$ cat config.mk
export PLATFORM = sky130hd
export DESIGN_NAME = mod7_serial_ctrl
export DESIGN_NICKNAME = d
export VERILOG_FILES = /design/src/rtl/mod7_serial_ctrl.sv
export SDC_FILE = /design/constraint.sdc
export NUM_CORES = 1
export LEC_CHECK = 0
export CAP_MARGIN = 20
export CORE_MARGIN = 5
export CORE_UTILIZATION = 50
export DETAILED_ROUTE_END_ITERATION = 16
export PLACE_DENSITY = 0.78
export SYNTH_ARGS = -nofsm -noshare
export SYNTH_HDL_FRONTEND = slang
export SYNTH_SLANG_ARGS = --single-unit
$ cat constraint.sdc
create_clock -name clk -period 1.8 [get_ports clk]
set_clock_uncertainty 0.05 [all_clocks]
set_input_delay 0.36 -clock clk [delete_from_list [all_inputs] [get_ports clk]]
set_output_delay 0.36 -clock clk [all_outputs]
set_load 0.01 [all_outputs]
$ cat src/rtl/mod7_serial_ctrl.sv
// mod7_serial_ctrl: bit-serial remainder-mod-7 of a WIDTH-bit operand, one bit per clock,
// wrapped in an IDLE/RUN/DONE sequencer with valid/ready handshakes on both sides.
module mod7_serial_ctrl #(
  parameter int WIDTH = 16
) (
  input  logic             clk,
  input  logic             rst,
  input  logic             in_valid,
  output logic             in_ready,
  input  logic [WIDTH-1:0] in_data,
  output logic             out_valid,
  input  logic             out_ready,
  output logic [2:0]       out_rem,
  output logic             out_div,
  output logic             busy
);
  localparam int CW = $clog2(WIDTH + 1);
  localparam logic [1:0] IDLE = 2'd0;
  localparam logic [1:0] RUN  = 2'd1;
  localparam logic [1:0] DONE = 2'd2;
  logic [1:0]       state_q, state_d;
  logic [WIDTH-1:0] shift_q, shift_d;
  logic [CW-1:0]    cnt_q, cnt_d;
  logic [2:0]       acc_q, acc_d;
  logic [3:0]       word, red;
  logic             load, run;
  // acc <= 6 keeps word <= 13, so the mod-7 cell reduces to one conditional subtract
  always_comb begin
    word    = {acc_q, shift_q[WIDTH-1]};
    red     = word >= 4'd7 ? word - 4'd7 : word;
    load    = state_q == IDLE && in_valid;
    run     = state_q == RUN;
    state_d = state_q == IDLE ? (in_valid ? RUN : IDLE)
            : state_q == RUN  ? (cnt_q == CW'(1) ? DONE : RUN)
            : state_q == DONE ? (out_ready ? IDLE : DONE)
            : IDLE;
    shift_d = load ? in_data : run ? shift_q << 1 : shift_q;
    cnt_d   = load ? CW'(WIDTH) : run ? cnt_q - CW'(1) : cnt_q;
    acc_d   = load ? 3'd0 : run ? red[2:0] : acc_q;
  end
  always_ff @(posedge clk or posedge rst) begin
    if (rst) begin
      state_q <= IDLE;
      shift_q <= '0;
      cnt_q   <= '0;
      acc_q   <= '0;
    end else begin
      state_q <= state_d;
      shift_q <= shift_d;
      cnt_q   <= cnt_d;
      acc_q   <= acc_d;
    end
  end
  assign in_ready  = state_q == IDLE && !rst;
  assign out_valid = state_q == DONE;
  assign busy      = state_q == RUN || state_q == DONE;
  assign out_rem   = acc_q;
  assign out_div   = acc_q == 3'd0;
endmodule

==> metrics.csv, run 1 <==
stage;metric;value;unit
grt;largest net degree at the start of global routing;39;
die;Horiz. Die Dim;61.31;µm
sta;remaining max-slew budget at the tightest pin;77.59;%
drt;vias after detailed routing;982;
die;Core Region;2500;µm²
sta;Tightest Pin Transition;331.9;ps
sta;peak clock frequency supported by timing;0.5776;GHz
drt;aggregate routed wire length;2.435;mm
pwr;sequential group share of total power;37.7;%
critical_path;critical path class;reg2out;
sta;final setup violating endpoints;0;
grt;GR Layer Usage met2;26.13;%
final_layout;final std cell area, no fill;1682;µm²
placement;half-perimeter wire length after detailed placement;1.748;mm
critical_path;element type at the critical path end;output pin;
die;Starting Density;52.65;%
pwr;PD cells;1655;nW/µm²
pwr;Cell Int Power;1.711;mW
cts;number of buffers added by the clock tree synthesis step;3;
critical_path;largest driver fanout on the critical path;2;
sta;Final Hold Fails;0;
critical_path;Critical Path Source Type;flop;
placement;cell area reported after detailed placement;1614;µm²
cts;later-pin clock latency in the skew report;320;ps
drt;DR WL/cell;12.75;µm
die;ports placed on the boundary;27;
placement;IO buf count;26;
run_status;status;complete, no violations;
die;overall die area;3759;µm²
cts;Reg clk slew, reported paths;140;ps
cts;root buffer cell;sky130_fd_sc_hd__clkbuf_4;
placement;global placement routability congestion;0.7153;
synthesis;Post-Syn Area;1316;µm²
drt;1st-pass router iterations;4;
critical_path;r2r startpoint;state_q[1];
sta;Min Clock Period, post-route;1731;ps
die;height of the die;61.31;µm
critical_path;arrival time at the worst endpoint;1320;ps
grt;vias in the first global route;977;
cts;clock tree buffer depth;2;
sta;TNS Setup;0;ps
drt;Detailed Route Iter0 Violations;17;
critical_path;cell with the largest stage delay on the worst path;sky130_fd_sc_hd__dfrtp_1;
synthesis;number of storage elements in the synthesis netlist;26;
pwr;switching power as a share of total power;38.52;%
sta;share of the clock period used by the worst path after layout;96.19;%
die;total number of placement rows;18;
final_layout;ANT cells;0;
pwr;leakage power of the design;0.7658;nW
drt;via/cell ratio;5.141;
final_layout;Layout Area Growth over Synthesis;27.76;%
grt;global routing met3 resource utilization;3.354;%
critical_path;cell class contributing the biggest share of worst-path delay;flip-flops;
pwr;net switching power figure;1.072;mW
sta;number of max-slew violations in the final report;0;
grt;first-pass GRT wire length;4.077;mm
critical_path;Data required, critical path;1390;ps
grt;global-route track usage on met1;17.15;%
final_layout;Core Util, Final;67.27;%
pwr;worst ir drop on vdd;0.9886;mV
critical_path;largest incremental delay on the critical path;410;ps
final_layout;leading cell types in the layout, fill and taps excluded;sky130_fd_sc_hd__dfrtp_1, sky130_fd_sc_hd__clkdlybuf4s50_1, sky130_fd_sc_hd__o21ai_0, sky130_fd_sc_hd__nand2_1, sky130_fd_sc_hd__mux2i_1;
grt;initial antenna violation count;0;
cts;clock tree from TritonCTS;done;
final_layout;most common library cell in the layout ignoring fill and taps;sky130_fd_sc_hd__dfrtp_1;
grt;total global routing overflow;0;
cts;CTS Hold Bufs;0;
hold_path;Tightest Hold Check Type;in2async;
final_layout;ratio of cells with drive above 1 in the final layout;13.04;%
synthesis;Yosys Warn Count;0;
sta;unrepaired setup endpoints after global routing;false;
critical_path;first element of the critical path;state_q[0];
sta;Worst Slack Setup Final;68.64;ps
pwr;share of power burned in the clock network;10.7;%
cts;total clock sinks;26;
critical_path;sequence of cells on the critical path;inv_1, ha_2, clkdlybuf4s15_1;
drt;remaining number of nets flagged by the antenna check after routing;0;
synthesis;Netlist cell types;27;
synthesis;post-synthesis sequential area ratio;49.43;%
grt;GRT Overall Usage;14.71;%
placement;setup slack at placement;-80.22;ps
grt;busiest layer in global routing;met2;
synthesis;gate count of the mapped netlist;129;
final_layout;Nets;188;
synthesis;syn_nets;155;
pwr;Logic pwr share;51.6;%
synthesis;Post-Syn Area per Cell;10.20;µm²
sta;worst hold slack;381.0;ps
critical_path;number of buffer and inverter instances along the worst setup path;2;
cts;Max H-tree Level;1;
drt;detailed-route DRC error count;0;
job;maximum capacitance violations;0;
state kept, by name, summed over array words and instances, names as in the netlist:
register / flops
cnt_q: 5
out_rem: 3
shift_q: 16
state_q: 2
final timing paths:
| path | slack [ps] | endpoint | cells after the start |
|---|---|---|---|
| hold reg to reg | 490 | shift_q[0] | 2 |
| setup / recovery | 70 | busy | 3 |
| max in group asynchronous | 1060 | out_rem[1] | 3 |
| hold / removal | 380 | shift_q[11] | 3 |
| setup reg to reg | 290 | shift_q[13] | 5 |
| min in group clk | 490 | shift_q[0] | 2 |
power groups by stage:
stage / logic (mW) / clock network [mW] / registers, mW
2_1_floorplan: 1.02 / 0 / 1.03
3_3_place_gp: 1.34 / 0 / 1.05
4_1_cts: 1.39 / 0.310 / 1.05
3_5_place_dp: 1.40 / 0 / 1.08
5_1_grt: 1.64 / 0.327 / 1.09
6_report: 1.44 / 0.297 / 1.05
tightest hold or removal path, delay by kind of cell:
family	cells	cell delay [ps]
buf+inv	3	810
per-layer routing:
| metal | wire length, µm | part of all wire [%] |
|---|---|---|
| met2 | 1231 | 51 |
| met3 | 106 | 4.4 |
| met5 | 0 | 0 |
| met4 | 44 | 1.8 |
| met1 | 1052 | 43 |
Yosys cell counts:
| master | instances | area (µm²) |
|---|---|---|
| sky130_fd_sc_hd__a211oi_1 | 3 | 22.52 |
| sky130_fd_sc_hd__dfrtp_1 | 26 | 650.6 |
| sky130_fd_sc_hd__nand2_1 | 19 | 71.32 |
| sky130_fd_sc_hd__xnor2_1 | 2 | 17.52 |
| sky130_fd_sc_hd__buf_6 | 1 | 11.26 |
| sky130_fd_sc_hd__nor2b_1 | 2 | 12.51 |
| sky130_fd_sc_hd__nor4b_2 | 1 | 15.01 |
| sky130_fd_sc_hd__mux2i_1 | 16 | 160.2 |
| sky130_fd_sc_hd__buf_2 | 1 | 5.000 |
| sky130_fd_sc_hd__and3b_1 | 1 | 8.760 |
| sky130_fd_sc_hd__nand3_1 | 1 | 5.000 |
| sky130_fd_sc_hd__inv_1 | 8 | 30.03 |
| sky130_fd_sc_hd__o41ai_1 | 1 | 8.760 |
| sky130_fd_sc_hd__buf_4 | 4 | 30.03 |
| sky130_fd_sc_hd__o21ai_0 | 20 | 100.1 |
| sky130_fd_sc_hd__nand2_2 | 1 | 6.260 |
| sky130_fd_sc_hd__nor2_1 | 7 | 26.28 |
| sky130_fd_sc_hd__a21oi_1 | 1 | 5.000 |
| sky130_fd_sc_hd__or4_1 | 1 | 7.510 |
| sky130_fd_sc_hd__xor2_1 | 1 | 8.760 |
| sky130_fd_sc_hd__clkbuf_1 | 1 | 3.750 |
| sky130_fd_sc_hd__a21oi_2 | 1 | 8.760 |
| sky130_fd_sc_hd__nand3b_1 | 1 | 7.510 |
| sky130_fd_sc_hd__ha_1 | 6 | 75.07 |
| sky130_fd_sc_hd__and2_1 | 1 | 6.260 |
| sky130_fd_sc_hd__nor3_1 | 1 | 5.000 |
| sky130_fd_sc_hd__o31ai_1 | 1 | 7.510 |
what timing repair did:
action	4_1_cts	5_1_grt
hold endpoints to repair	0	0
setup endpoints to repair	5	4
resized for setup	7	6
pin swaps	0	0
buffers inserted	1	3
kinds of logic after synthesis:
| kind of cell | count (synthesis) | share of synthesized area (%) |
|---|---|---|
| AOI/OAI and AO/OA | 27 | 11.60 |
| xor gates and xnor gates | 3 | 1.997 |
| adders and majority gates | 6 | 5.703 |
| buffers and inverters | 15 | 6.083 |
| DFF | 26 | 49.43 |
| muxes | 16 | 12.17 |
| and+or+nand+nor | 36 | 13.02 |
metrics by stage:
stage               power (mW)  std cells
finish                   2.783        191
CTS                      2.754        188
detailed placement       2.474        183
floorplan                2.054        129
global placement         2.396        183
global route             3.049        191
cell type report:
cell class	instances	area [µm²]
clock buffer	4	36.28
fill	210	818.3
inverter	8	30.03
timing repair buffer	35	335.3
sequential	26	651.9
tap	30	37.54
multi-input combinational	88	590.6
No activity file was read; power rests on OpenSTA's default activity.
==> run 2: changes to the inputs <==
--- a/config.mk
+++ b/config.mk
@@ -9,6 +9,7 @@
 export CORE_MARGIN = 5
 export CORE_UTILIZATION = 50
 export DETAILED_ROUTE_END_ITERATION = 16
+export GPL_TIMING_DRIVEN = 0
 export PLACE_DENSITY = 0.78
 export SYNTH_ARGS = -nofsm -noshare
 export SYNTH_HDL_FRONTEND = slang
==> run 2 against run 1 <==
Non-clock buffer count increased by 4. Worst setup slack got worse by 22 ps. Clock power increased by 40%. Combinational power increased by 3%. Critical endpoint is now out_valid. Highest routed layer unchanged. Sequential share of layout area decreased by 1.1 points. Flip-flop and latch count unchanged.
==> metrics.csv, run 2 (synthesized netlist as in run 1, its figures left out) <==
stage;metric;value;unit
cts;number of buffers added by the clock tree synthesis step;3;
final_layout;most common library cell in the layout ignoring fill and taps;sky130_fd_sc_hd__dfrtp_1;
critical_path;first element of the critical path;state_q[1];
critical_path;element type at the critical path end;output pin;
sta;Final Hold Fails;0;
pwr;leakage power of the design;0.7960;nW
critical_path;Register-to-Register Path Depth;6;
grt;vias in the first global route;1058;
cts;Reg clk slew, reported paths;140;ps
die;Horiz. Die Dim;61.31;µm
run_status;status;complete, no violations;
drt;DR WL/cell;13.80;µm
cts;later-pin clock latency in the skew report;340;ps
sta;share of the clock period used by the worst path after layout;97.41;%
grt;total global routing overflow;0;
placement;IO buf count;26;
pwr;worst ir drop on vdd;1.095;mV
critical_path;largest driver fanout on the critical path;2;
sta;remaining max-slew budget at the tightest pin;71.11;%
final_layout;non-filler cells, final;195;
drt;vias after detailed routing;1019;
final_layout;max FFs per register;16;
die;overall die area;3759;µm²
drt;detailed-route DRC error count;0;
critical_path;worst setup slack for register-to-register paths;300;ps
grt;first-pass GRT wire length;4.595;mm
grt;GRT Overall Usage;16.73;%
drt;aggregate routed wire length;2.691;mm
final_layout;Biggest register;shift_q;
pwr;PD cells;1707;nW/µm²
critical_path;Data required, critical path;1390;ps
die;Starting Density;52.65;%
cts;total clock sinks;26;
sta;Min Clock Period, post-route;1753;ps
placement;global placement routability congestion;0.7168;
sta;peak clock frequency supported by timing;0.5704;GHz
drt;Detailed Route Iter0 Violations;23;
critical_path;critical path class;reg2out;
die;ports placed on the boundary;27;
final_layout;ANT cells;0;
sta;Tightest Pin Transition;432.8;ps
grt;initial antenna violation count;0;
die;total number of placement rows;18;
sta;unrepaired setup endpoints after global routing;false;
die;Core Region;2500;µm²
cts;clock tree buffer depth;2;
drt;via/cell ratio;5.226;
sta;final setup violating endpoints;0;
critical_path;arrival time at the worst endpoint;1340;ps
placement;cell area reported after detailed placement;1614;µm²
final_layout;Nets;192;
die;height of the die;61.31;µm
placement;Placed Cells;185;
critical_path;r2r startpoint;state_q[1];
final_layout;Layout Area Growth over Synthesis;31.46;%
critical_path;Critical Path Source Type;flop;
critical_path;Worst R2R End;shift_q[7];
cts;clock tree from TritonCTS;done;
drt;remaining number of nets flagged by the antenna check after routing;0;
final_layout;ratio of cells with drive above 1 in the final layout;13.94;%
hold_path;Tightest Hold Check Type;in2async;
job;maximum capacitance violations;0;
final_layout;leading cell types in the layout, fill and taps excluded;sky130_fd_sc_hd__dfrtp_1, sky130_fd_sc_hd__clkdlybuf4s50_1, sky130_fd_sc_hd__o21ai_0, sky130_fd_sc_hd__nand2_1, sky130_fd_sc_hd__mux2i_1;
placement;half-perimeter wire length after detailed placement;1.885;mm
cts;root buffer cell;sky130_fd_sc_hd__clkbuf_4;
drt;1st-pass router iterations;4;
grt;largest net degree at the start of global routing;27;
final_layout;final std cell area, no fill;1730;µm²
cts;Max H-tree Level;1;
sta;number of max-slew violations in the final report;0;
pwr;Final Total Pwr;2.954;mW
-- run 2: cell count changes in the layout (fill, tap and decap cells not counted) --
cell                        delta
sky130_fd_sc_hd__buf_4         +1
sky130_fd_sc_hd__clkbuf_8      -1
sky130_fd_sc_hd__nor2b_2       -1
sky130_fd_sc_hd__buf_12        -1
sky130_fd_sc_hd__buf_6         +1
sky130_fd_sc_hd__clkbuf_1      +1
sky130_fd_sc_hd__buf_16        +1
sky130_fd_sc_hd__nor2b_1       +1
sky130_fd_sc_hd__buf_2         +1
sky130_fd_sc_hd__bufinv_16     +1
-- run 2: per-layer routing --
metal	share of wire, %	global-route usage [%]
met1	44	19.95
met2	51	29.15
met3	3.3	4.612
met4	1.4	5.263
met5	0	0
-- run 2: per-stage QoR --
step,setup WS (ps),util [%],setup TNS (ps),hold slack [ps]
4_1_cts,-21.48,67.02,-21.48,501.7
5_1_grt,0.5240,69.22,0,310.4
3_3_place_gp,-34.35,64.56,-34.35,470.5
6_report,46.70,69.22,0,277.4
3_5_place_dp,-47.98,64.56,-47.98,478.4
2_1_floorplan,452.9,-,0,350.0
-- run 2: power breakdown --
part / internal (mW) / switching [mW]
sequential: 0.861 / 0.189
clock: 0.226 / 0.189
combinational: 0.754 / 0.735
-- run 2: critical path, stage by stage (launching register included) --
cell and delay (ps):
sky130_fd_sc_hd__dfrtp_1 410, sky130_fd_sc_hd__buf_4 130, sky130_fd_sc_hd__ha_1 180, sky130_fd_sc_hd__dlygate4sd2_1 290
-- run 2: timing repair --
action                     in CTS  in global routing
setup endpoints to repair       5                  4
hold buffers                    0                  0
resized for setup               8                  4
pin swaps                       0                  0
buffers inserted                1                  4
-- run 2: layout make-up --
| class | instances | area (µm²) |
|---|---|---|
| tap | 30 | 37.54 |
| inverter | 8 | 30.03 |
| buffer | 7 | 50.05 |
| fill | 198 | 769.5 |
| sequential | 26 | 651.9 |
| clock buffer | 3 | 22.52 |
| multi-input combinational | 88 | 588.1 |
| clock inverter | 1 | 30.03 |
| timing repair buffer | 32 | 320.3 |
-- run 2: worst max-delay path by stage --
| stage | to | slack, ps | depth (start not counted) |
|---|---|---|---|
| 3_3_place_gp | in_ready | -30 | 3 |
| 2_1_floorplan | cnt_q[4] | 450 | 6 |
| 6_report | out_valid | 50 | 3 |
| 5_1_grt | out_rem[1] | 0.5 | 1 |
| 3_5_place_dp | in_ready | -50 | 3 |
| 4_1_cts | in_ready | -20 | 4 |
